**config.mk**
```make
export PLATFORM = sky130hd
export DESIGN_NAME = mem_data_arbiter_flat
export DESIGN_NICKNAME = d
export VERILOG_FILES = /design/src/rtl/mem_data_arbiter_if.sv /design/src/rtl/mem_data_arbiter.sv /design/src/flat_wrapper.sv
export SDC_FILE = /design/constraint.sdc
export NUM_CORES = 1
export LEC_CHECK = 0
export BUFFER_PORTS_ARGS = -buffer_cell sky130_fd_sc_hd__buf_2
export CORE_MARGIN = 4
export CORE_UTILIZATION = 30
export DETAILED_ROUTE_END_ITERATION = 10
export REMOVE_ABC_BUFFERS = 1
export SYNTH_ARGS = -nofsm -noshare
export SYNTH_HDL_FRONTEND = slang
export SYNTH_SLANG_ARGS = --single-unit
```
**constraint.sdc**
```tcl
create_clock -name clock -period 4.4 [get_ports clock]
set_clock_uncertainty 0.2 [all_clocks]
set_input_delay 0.22 -clock clock [delete_from_list [all_inputs] [get_ports clock]]
set_output_delay 0.22 -clock clock [all_outputs]
set_load 0.02 [all_outputs]
```
**src/rtl/mem_data_arbiter_if.sv**
```systemverilog
// mem_data_arbiter_if
//   Bundles the two requester ports and the memory-side data port of the
//   memory data arbiter.
//   Requester n (n = 0 CPU LSU, 1 loader/debug master):
//     mN_addr/mN_wdata/mN_write/mN_req -> arbiter
//     mN_rdata/mN_done/mN_err          <- arbiter
//   Memory side:
//     mem_addr/mem_wdata/mem_write/mem_req -> memory
//     mem_rdata/mem_done                   <- memory
//   Modports: slave = arbiter view, master = requesters + memory view.
interface mem_data_arbiter_if;
  logic [15:0] m0_addr;
  logic [7:0]  m0_wdata;
  logic        m0_write;
  logic        m0_req;
  logic [7:0]  m0_rdata;
  logic        m0_done;
  logic        m0_err;

  logic [15:0] m1_addr;
  logic [7:0]  m1_wdata;
  logic        m1_write;
  logic        m1_req;
  logic [7:0]  m1_rdata;
  logic        m1_done;
  logic        m1_err;

  logic [15:0] mem_addr;
  logic [7:0]  mem_wdata;
  logic        mem_write;
  logic        mem_req;
  logic [7:0]  mem_rdata;
  logic        mem_done;

  modport slave (
    input  m0_addr, m0_wdata, m0_write, m0_req,
    input  m1_addr, m1_wdata, m1_write, m1_req,
    input  mem_rdata, mem_done,
    output m0_rdata, m0_done, m0_err,
    output m1_rdata, m1_done, m1_err,
    output mem_addr, mem_wdata, mem_write, mem_req
  );

  modport master (
    output m0_addr, m0_wdata, m0_write, m0_req,
    output m1_addr, m1_wdata, m1_write, m1_req,
    output mem_rdata, mem_done,
    input  m0_rdata, m0_done, m0_err,
    input  m1_rdata, m1_done, m1_err,
    input  mem_addr, mem_wdata, mem_write, mem_req
  );
endinterface

```
**src/rtl/mem_data_arbiter.sv**
```systemverilog
// mem_data_arbiter
//   Shares the byte-wide memory data port between two requesters with
//   round-robin arbitration and one transaction in flight. Every access gets
//   an address-setup cycle ahead of mem_req so the memory's registered
//   read-modify-write merge sees the correct old word.
// Ports:
//   clock  - system clock
//   reset  - asynchronous active-low reset
//   bus    - mem_data_arbiter_if.slave (requester ports + memory data port)
//   busy   - high in any state other than IDLE
//   grant  - port currently or last granted
// Parameters:
//   TIMEOUT_CYCLES - ACCESS cycles before abort (1..65535), timeout build only
// Optional feature:
//   MEM_ARB_TIMEOUT_EN - when defined, an ACCESS that sees no mem_done within
//   TIMEOUT_CYCLES is aborted and reported with err=1 (read data 8'hFF).
//
//   state  | meaning
//   IDLE   | waiting for a request; arbitrates and latches the winner
//   SETUP  | address/data/write stable, mem_req low
//   ACCESS | mem_req high until mem_done (or timeout)
//   RESP   | one-cycle done pulse to the granted port
module mem_data_arbiter #(
  parameter int unsigned TIMEOUT_CYCLES = 255
) (
  input  logic              clock,
  input  logic              reset,
  mem_data_arbiter_if.slave bus,
  output logic              busy,
  output logic              grant
);

  typedef enum logic [1:0] {
    IDLE   = 2'd0,
    SETUP  = 2'd1,
    ACCESS = 2'd2,
    RESP   = 2'd3
  } state_t;

  state_t     state;
  state_t     state_nxt;
  logic       last_grant;
  logic       take;
  logic       sel;
  logic       finish;
  logic       tmo_hit;
  logic [7:0] cap_data;

  generate
    if (TIMEOUT_CYCLES < 1 || TIMEOUT_CYCLES > 65535) begin : g_bad_timeout
      $error("mem_data_arbiter: TIMEOUT_CYCLES must be 1..65535");
    end
  endgenerate

  always_comb begin
    state_nxt = state;
    take      = 1'b0;
    sel       = 1'b0;
    case (state)
      IDLE: begin
        if (bus.m0_req && bus.m1_req) begin
          take = 1'b1;
          sel  = ~last_grant;
        end else if (bus.m0_req) begin
          take = 1'b1;
          sel  = 1'b0;
        end else if (bus.m1_req) begin
          take = 1'b1;
          sel  = 1'b1;
        end
        if (take) state_nxt = SETUP;
      end
      SETUP:   state_nxt = ACCESS;
      ACCESS:  if (finish) state_nxt = RESP;
      RESP:    state_nxt = IDLE;
      default: state_nxt = IDLE;
    endcase
  end

  // mem_done wins over a coincident timeout, so real data is never replaced.
  assign finish   = (state == ACCESS) && (bus.mem_done || tmo_hit);
  assign cap_data = bus.mem_done ? bus.mem_rdata : 8'hFF;

  // Gated combinationally so the memory never samples a second request in
  // the cycle it signals completion.
  assign bus.mem_req = (state == ACCESS) && !bus.mem_done;
  assign busy        = (state != IDLE);
  assign bus.m0_done = (state == RESP) && !grant;
  assign bus.m1_done = (state == RESP) && grant;

  always_ff @(posedge clock or negedge reset) begin
    if (!reset) begin
      state         <= IDLE;
      grant         <= 1'b0;
      last_grant    <= 1'b1;
      bus.mem_addr  <= 16'h0000;
      bus.mem_wdata <= 8'h00;
      bus.mem_write <= 1'b0;
      bus.m0_rdata  <= 8'h00;
      bus.m1_rdata  <= 8'h00;
    end else begin
      state <= state_nxt;
      if (state == IDLE && take) begin
        grant         <= sel;
        last_grant    <= sel;
        bus.mem_addr  <= sel ? bus.m1_addr  : bus.m0_addr;
        bus.mem_wdata <= sel ? bus.m1_wdata : bus.m0_wdata;
        bus.mem_write <= sel ? bus.m1_write : bus.m0_write;
      end
      if (finish && !bus.mem_write) begin
        if (grant) bus.m1_rdata <= cap_data;
        else       bus.m0_rdata <= cap_data;
      end
    end
  end

`ifdef MEM_ARB_TIMEOUT_EN
  logic [15:0] acc_cnt;
  logic        err_q;

  // acc_cnt counts completed ACCESS cycles; the limit is hit in the last
  // allowed cycle so mem_req is high for exactly TIMEOUT_CYCLES cycles.
  always_ff @(posedge clock or negedge reset) begin
    if (!reset) begin
      acc_cnt <= 16'h0000;
      err_q   <= 1'b0;
    end else begin
      if (state == ACCESS) acc_cnt <= acc_cnt + 16'd1;
      else                 acc_cnt <= 16'h0000;
      if (finish) err_q <= !bus.mem_done;
    end
  end

  assign tmo_hit    = (acc_cnt == 16'(TIMEOUT_CYCLES - 1));
  assign bus.m0_err = bus.m0_done && err_q;
  assign bus.m1_err = bus.m1_done && err_q;
`else
  assign tmo_hit    = 1'b0;
  assign bus.m0_err = 1'b0;
  assign bus.m1_err = 1'b0;
`endif

endmodule

```
**src/flat_wrapper.sv**
```systemverilog
// flat-port wrapper written by rule: the top's interface ports become plain ports
module mem_data_arbiter_flat 
#(
  parameter int unsigned TIMEOUT_CYCLES = 255
)
  (clock, reset, busy, grant, bus_m0_addr, bus_m0_wdata, bus_m0_write, bus_m0_req, bus_m1_addr, bus_m1_wdata, bus_m1_write, bus_m1_req, bus_mem_rdata, bus_mem_done, bus_m0_rdata, bus_m0_done, bus_m0_err, bus_m1_rdata, bus_m1_done, bus_m1_err, bus_mem_addr, bus_mem_wdata, bus_mem_write, bus_mem_req);
  mem_data_arbiter_if bus_i ();
  input  logic clock;
  input  logic reset;
  output logic busy;
  output logic grant;
  input wire logic [$bits(bus_i.m0_addr)-1:0] bus_m0_addr;
  input wire logic [$bits(bus_i.m0_wdata)-1:0] bus_m0_wdata;
  input wire logic [$bits(bus_i.m0_write)-1:0] bus_m0_write;
  input wire logic [$bits(bus_i.m0_req)-1:0] bus_m0_req;
  input wire logic [$bits(bus_i.m1_addr)-1:0] bus_m1_addr;
  input wire logic [$bits(bus_i.m1_wdata)-1:0] bus_m1_wdata;
  input wire logic [$bits(bus_i.m1_write)-1:0] bus_m1_write;
  input wire logic [$bits(bus_i.m1_req)-1:0] bus_m1_req;
  input wire logic [$bits(bus_i.mem_rdata)-1:0] bus_mem_rdata;
  input wire logic [$bits(bus_i.mem_done)-1:0] bus_mem_done;
  output wire logic [$bits(bus_i.m0_rdata)-1:0] bus_m0_rdata;
  output wire logic [$bits(bus_i.m0_done)-1:0] bus_m0_done;
  output wire logic [$bits(bus_i.m0_err)-1:0] bus_m0_err;
  output wire logic [$bits(bus_i.m1_rdata)-1:0] bus_m1_rdata;
  output wire logic [$bits(bus_i.m1_done)-1:0] bus_m1_done;
  output wire logic [$bits(bus_i.m1_err)-1:0] bus_m1_err;
  output wire logic [$bits(bus_i.mem_addr)-1:0] bus_mem_addr;
  output wire logic [$bits(bus_i.mem_wdata)-1:0] bus_mem_wdata;
  output wire logic [$bits(bus_i.mem_write)-1:0] bus_mem_write;
  output wire logic [$bits(bus_i.mem_req)-1:0] bus_mem_req;
  assign bus_i.m0_addr = bus_m0_addr;
  assign bus_i.m0_wdata = bus_m0_wdata;
  assign bus_i.m0_write = bus_m0_write;
  assign bus_i.m0_req = bus_m0_req;
  assign bus_i.m1_addr = bus_m1_addr;
  assign bus_i.m1_wdata = bus_m1_wdata;
  assign bus_i.m1_write = bus_m1_write;
  assign bus_i.m1_req = bus_m1_req;
  assign bus_i.mem_rdata = bus_mem_rdata;
  assign bus_i.mem_done = bus_mem_done;
  assign bus_m0_rdata = bus_i.m0_rdata;
  assign bus_m0_done = bus_i.m0_done;
  assign bus_m0_err = bus_i.m0_err;
  assign bus_m1_rdata = bus_i.m1_rdata;
  assign bus_m1_done = bus_i.m1_done;
  assign bus_m1_err = bus_i.m1_err;
  assign bus_mem_addr = bus_i.mem_addr;
  assign bus_mem_wdata = bus_i.mem_wdata;
  assign bus_mem_write = bus_i.mem_write;
  assign bus_mem_req = bus_i.mem_req;
  mem_data_arbiter #(.TIMEOUT_CYCLES(TIMEOUT_CYCLES)) u_core (.clock(clock), .reset(reset), .bus(bus_i), .busy(busy), .grant(grant));
endmodule
```
Word level (Yosys, flattened, before mapping)
Index checks and enable logic that the tools add are counted.

Register bits after elaboration: 45. Input bits: 63. Output and inout port bits: 48.

Equal/unequal tests: 5. Multiplexer cells: 15. Bitwise logic cells: 2. Reduce and logical (&&, ||, !) cells: 15.

Operators by type and width (number): 16-bit 2-to-1 mux (1); 8-bit 2-to-1 mux (2); 1-bit 2-to-1 mux (9); 2-bit case mux with 4 select lines (1); 1-bit logical AND (7); 2-bit AND reduction (3); 2-bit equality test (second input constant) (2); 2-bit 2-to-1 mux (2); 1-bit logical NOT (3); 2-bit by 1-bit equality test with 1-bit output (second input constant) (1); 2-bit logical NOT (1); 2-bit by 1-bit != test with 1-bit output (second input constant) (1); 2-bit != test (second input constant) (1); 1-bit inverter (2); 2-bit nonzero test (1).

Logic depth before layout (Yosys ltp)
Depth in word-level cells: 6. Mapped depth: 7. Depth with buffers taken out: 5.

Least setup slack after synthesis
Ideal clock, no wire load.

Path kind: reg2reg. Start point: register u_core.state[0]. End point: register u_core.bus.m1_rdata[0]. Library setup time: 0.125 ns. Arrival: 1.455 ns. Data required time: 4.075 ns. Path slack: 2.619 ns. Stages on the path, launching flop included: 7. Path buffers: 1. Cells stage by stage: dfrtp_1 > inv_1 > ha_1 > nand2_1 > or3_1 > buf_6 > mux2_4.

Cells in the longest elaborated chain, start to end: 4.

RTL lines: from (decl) (line mem_data_arbiter.sv:40) `state_t state;`; from (signal assigned) (line mem_data_arbiter.sv:102) `state <= state_nxt;`; 2-bit equality test (line mem_data_arbiter.sv:81) `assign finish = (state == ACCESS) && (bus.mem_done || tmo_hit);`; 1-bit logical AND (line mem_data_arbiter.sv:81); 1-bit logical AND (line mem_data_arbiter.sv:110) `if (finish && !bus.mem_write) begin`; 2-bit AND reduction (no source line); to (signal assigned) (line mem_data_arbiter.sv:111) `if (grant) bus.m1_rdata <= cap_data;`; to (decl) (line mem_data_arbiter_if.sv:40) `output m1_rdata, m1_done, m1_err,`.

No other way between the ends. A chain may end at the register's enable or synchronous reset.

Worst setup path after layout
Same ends and word-level chain as after synthesis.

==> results.toml <==
[run_status]
status = "finished clean"

[placement]
globalplace.congestion = 0.683
place_hpwl_um = 3910
place_area_mm2 = 0.00278
post-place-ws_ns = 2.39
io_buffers = 108

[clock_tree]
cts_tree = "built"
cts_sinks = 45
clockBufferDepth = 2
htree_num_levels = 2
clock_latency_ns = 0.30
postCtsSetupBuffers = 0
hold_buffers = 33
cts_buffers = 5
root_buffer = "clkbuf_8"
cts_resized = 0
clk_pin_slew_worst_paths_ns = 0.09

[global_routing]
antenna_found_initial = 0
grt_pass1_wl_um = 9430
grt_pass1_vias = 1977
grt_max_degree = 53
grt-ovfl-total = 0
gr-usage-all-layers = 0.134

[finish]
mostFrequentLayoutCell = "buf_2"
drive_above_1_share = 0.412
syn2layout_area_growth_pct = 44.0
n_antenna_cell = 0
final_cell_area_mm2 = 0.00320
final_nets = 403
final_cell_mix = "buf_2 (108), dfrtp_1 (44), dlygate4sd3_1 (33)"

[min_path]
worstHoldPathType = "in -> reg"
whs_path_depth = 3
min_to = "u_core.bus.mem_wdata[2]"
hp-start = "bus_m0_wdata[2]"

[sta]
finalSetupViolCount = 0
rsz0062_at_grt = "false"
drv_slew = 0
whs_ns = 0.0275
period_share = 0.455
final_hold_viol_count = 0
tns_ns = 0
relSlewSlack = 0.339
fin_ws_ns = 2.40
period_needed_ns = 2.00
worst_pin_slew_ns = 0.992
max_freq_mhz = 499

[floorplan]
die_y_um = 94.1
dieArea_mm2 = 0.00886
start_util = 0.308
io_pins = 111
rows = 31
die_w_um = 94.1
core_mm2 = 0.00721

[pwr]
intPower_mw = 1.15
p_per_area_mw_per_mm2 = 638
total_power_mw = 2.04
pwr-share-clk = 0.128
ir_drop_uv = 173
p_sw_uw = 891
p_seq_frac = 0.365
swShare = 0.436
power.leakage_nw = 1.49
power_frac_comb = 0.507

[synthesis]
ys_seq_elements = 45
syn_area_mm2 = 0.00222
yosysUniqueCellTypes = 25
yosysWarnings = 0
synthDominantAreaCellType = "dfrtp_1"
synth.area.top_cells = "dfrtp_1 (49%), or3b_1 (9.8%), a31oi_1 (7.0%)"
synth_cells = 206
synth_area_per_cell_um2 = 10.8
synth.top_cell.area_share = 0.495
yosysSeqAreaShare = 0.507

[route]
drt_iter0_drc = 42
firstDrtPassIters = 4
via_per_inst = 4.56
drc = 0
vias = 1987
wl_per_cell_um = 13.1
drt.antenna.violating_nets = 0
wl_um = 5730

[worst_setup_path]
r2r_setup_slack_ns = 2.40
crit_path_max_fanout = 8
required_ns = 4.39
worstPathArrival_ns = 1.99
crit_type = "reg -> reg"
crit_path_start_kind = "flip-flop"
reg2reg_to = "u_core.bus.m1_rdata[0]"
rr_startpoint = "u_core.state[0]"
end_kind = "flip-flop"
rr_worst_depth = 5

[run]
drv_cap = 0
[power groups by stage]
stage	combinational, mW	sequential (mW)	clock (mW)
floorplan	0.440	0.979	0
CTS	1.05	0.746	0.270
global placement	1.01	0.746	0
detailed placement	1.03	0.752	0
finish	1.04	0.745	0.262
global route	1.15	0.772	0.289
[cells in the mapped netlist]
library cell,instances
a21oi_1,1
a31oi_1,25
and2_1,1
and2_4,1
buf_4,2
buf_6,5
clkbuf_1,13
conb_1,1
dfrtp_1,44
dfstp_2,1
ha_1,4
inv_1,4
inv_2,1
mux2_2,9
mux2_4,8
nand2_1,2
nor2_1,26
nor2b_1,2
nor3_2,1
o21a_1,1
o21ai_0,25
o22a_1,1
o22ai_1,2
or3_1,1
or3b_1,25
[metal layers]
layer	track usage	part of all wire	up-vias
met5	0	0	-
met2	0.221	0.47	78
met3	0.0409	0.083	6
li1	-	-	989
met1	0.171	0.44	914
met4	0.0325	0.0099	0
[worst max-delay path by stage]
stage / cells after the start / endpoint / slack, ns / start
3_5_place_dp: 4 / u_core.bus.mem_wdata[2] / 2.39 / u_core.state[0]
2_1_floorplan: 5 / u_core.bus.mem_addr[0] / 2.33 / u_core.state[0]
5_1_grt: 5 / u_core.bus.mem_addr[15] / 2.15 / u_core.state[0]
3_3_place_gp: 4 / u_core.bus.mem_wdata[2] / 2.45 / u_core.state[0]
4_1_cts: 4 / u_core.bus.mem_wdata[2] / 2.38 / u_core.state[0]
6_report: 5 / u_core.bus.m1_rdata[0] / 2.40 / u_core.state[0]
[kinds of logic (layout without fill, tap and decap cells)]
group                    Yosys count  count (layout)  synth area share
AO/OA/AOI/OAI                     55              55             0.142
other                              1               2           0.00169
adder cells (fa/ha/maj)            4               4            0.0225
buffers and inverters             25             155            0.0624
flip-flops                        45              45             0.507
AND/OR/NAND/NOR                   59              59             0.165
multiplexers                      17              17            0.0996
[metrics by stage]
step           std cells   util
2_1_floorplan        187      -
3_3_place_gp         395  0.386
3_5_place_dp         395  0.386
4_1_cts              436  0.444
5_1_grt              436  0.444
6_report             436  0.444
[final cells by class]
class                   count  area, µm²
clock buffers               5       68.8
clock inverters             3       22.5
fillers                   721       4010
inverters                   5       18.8
multi-input cells         137        963
flip-flops and latches     45       1130
well taps                  99        124
repair buffers            142        878
[worst max-delay path, stage by stage, from the launching register on]
cell and delay, ns:
dfrtp_1 0.41, inv_1 0.11, ha_1 0.19, nand2_1 0.08, or3_1 0.53, mux2_4 0.37
[sequential cells by signal (all words and copies together), names as in the netlist]
signal,flops
u_core.bus.mem_addr,16
u_core.bus.m0_rdata,8
u_core.bus.m1_rdata,8
u_core.bus.mem_wdata,8
u_core.state,2
u_core.bus.mem_write,1
u_core.grant,1
u_core.last_grant,1
Note: power is estimated with default switching activity, not from simulation.
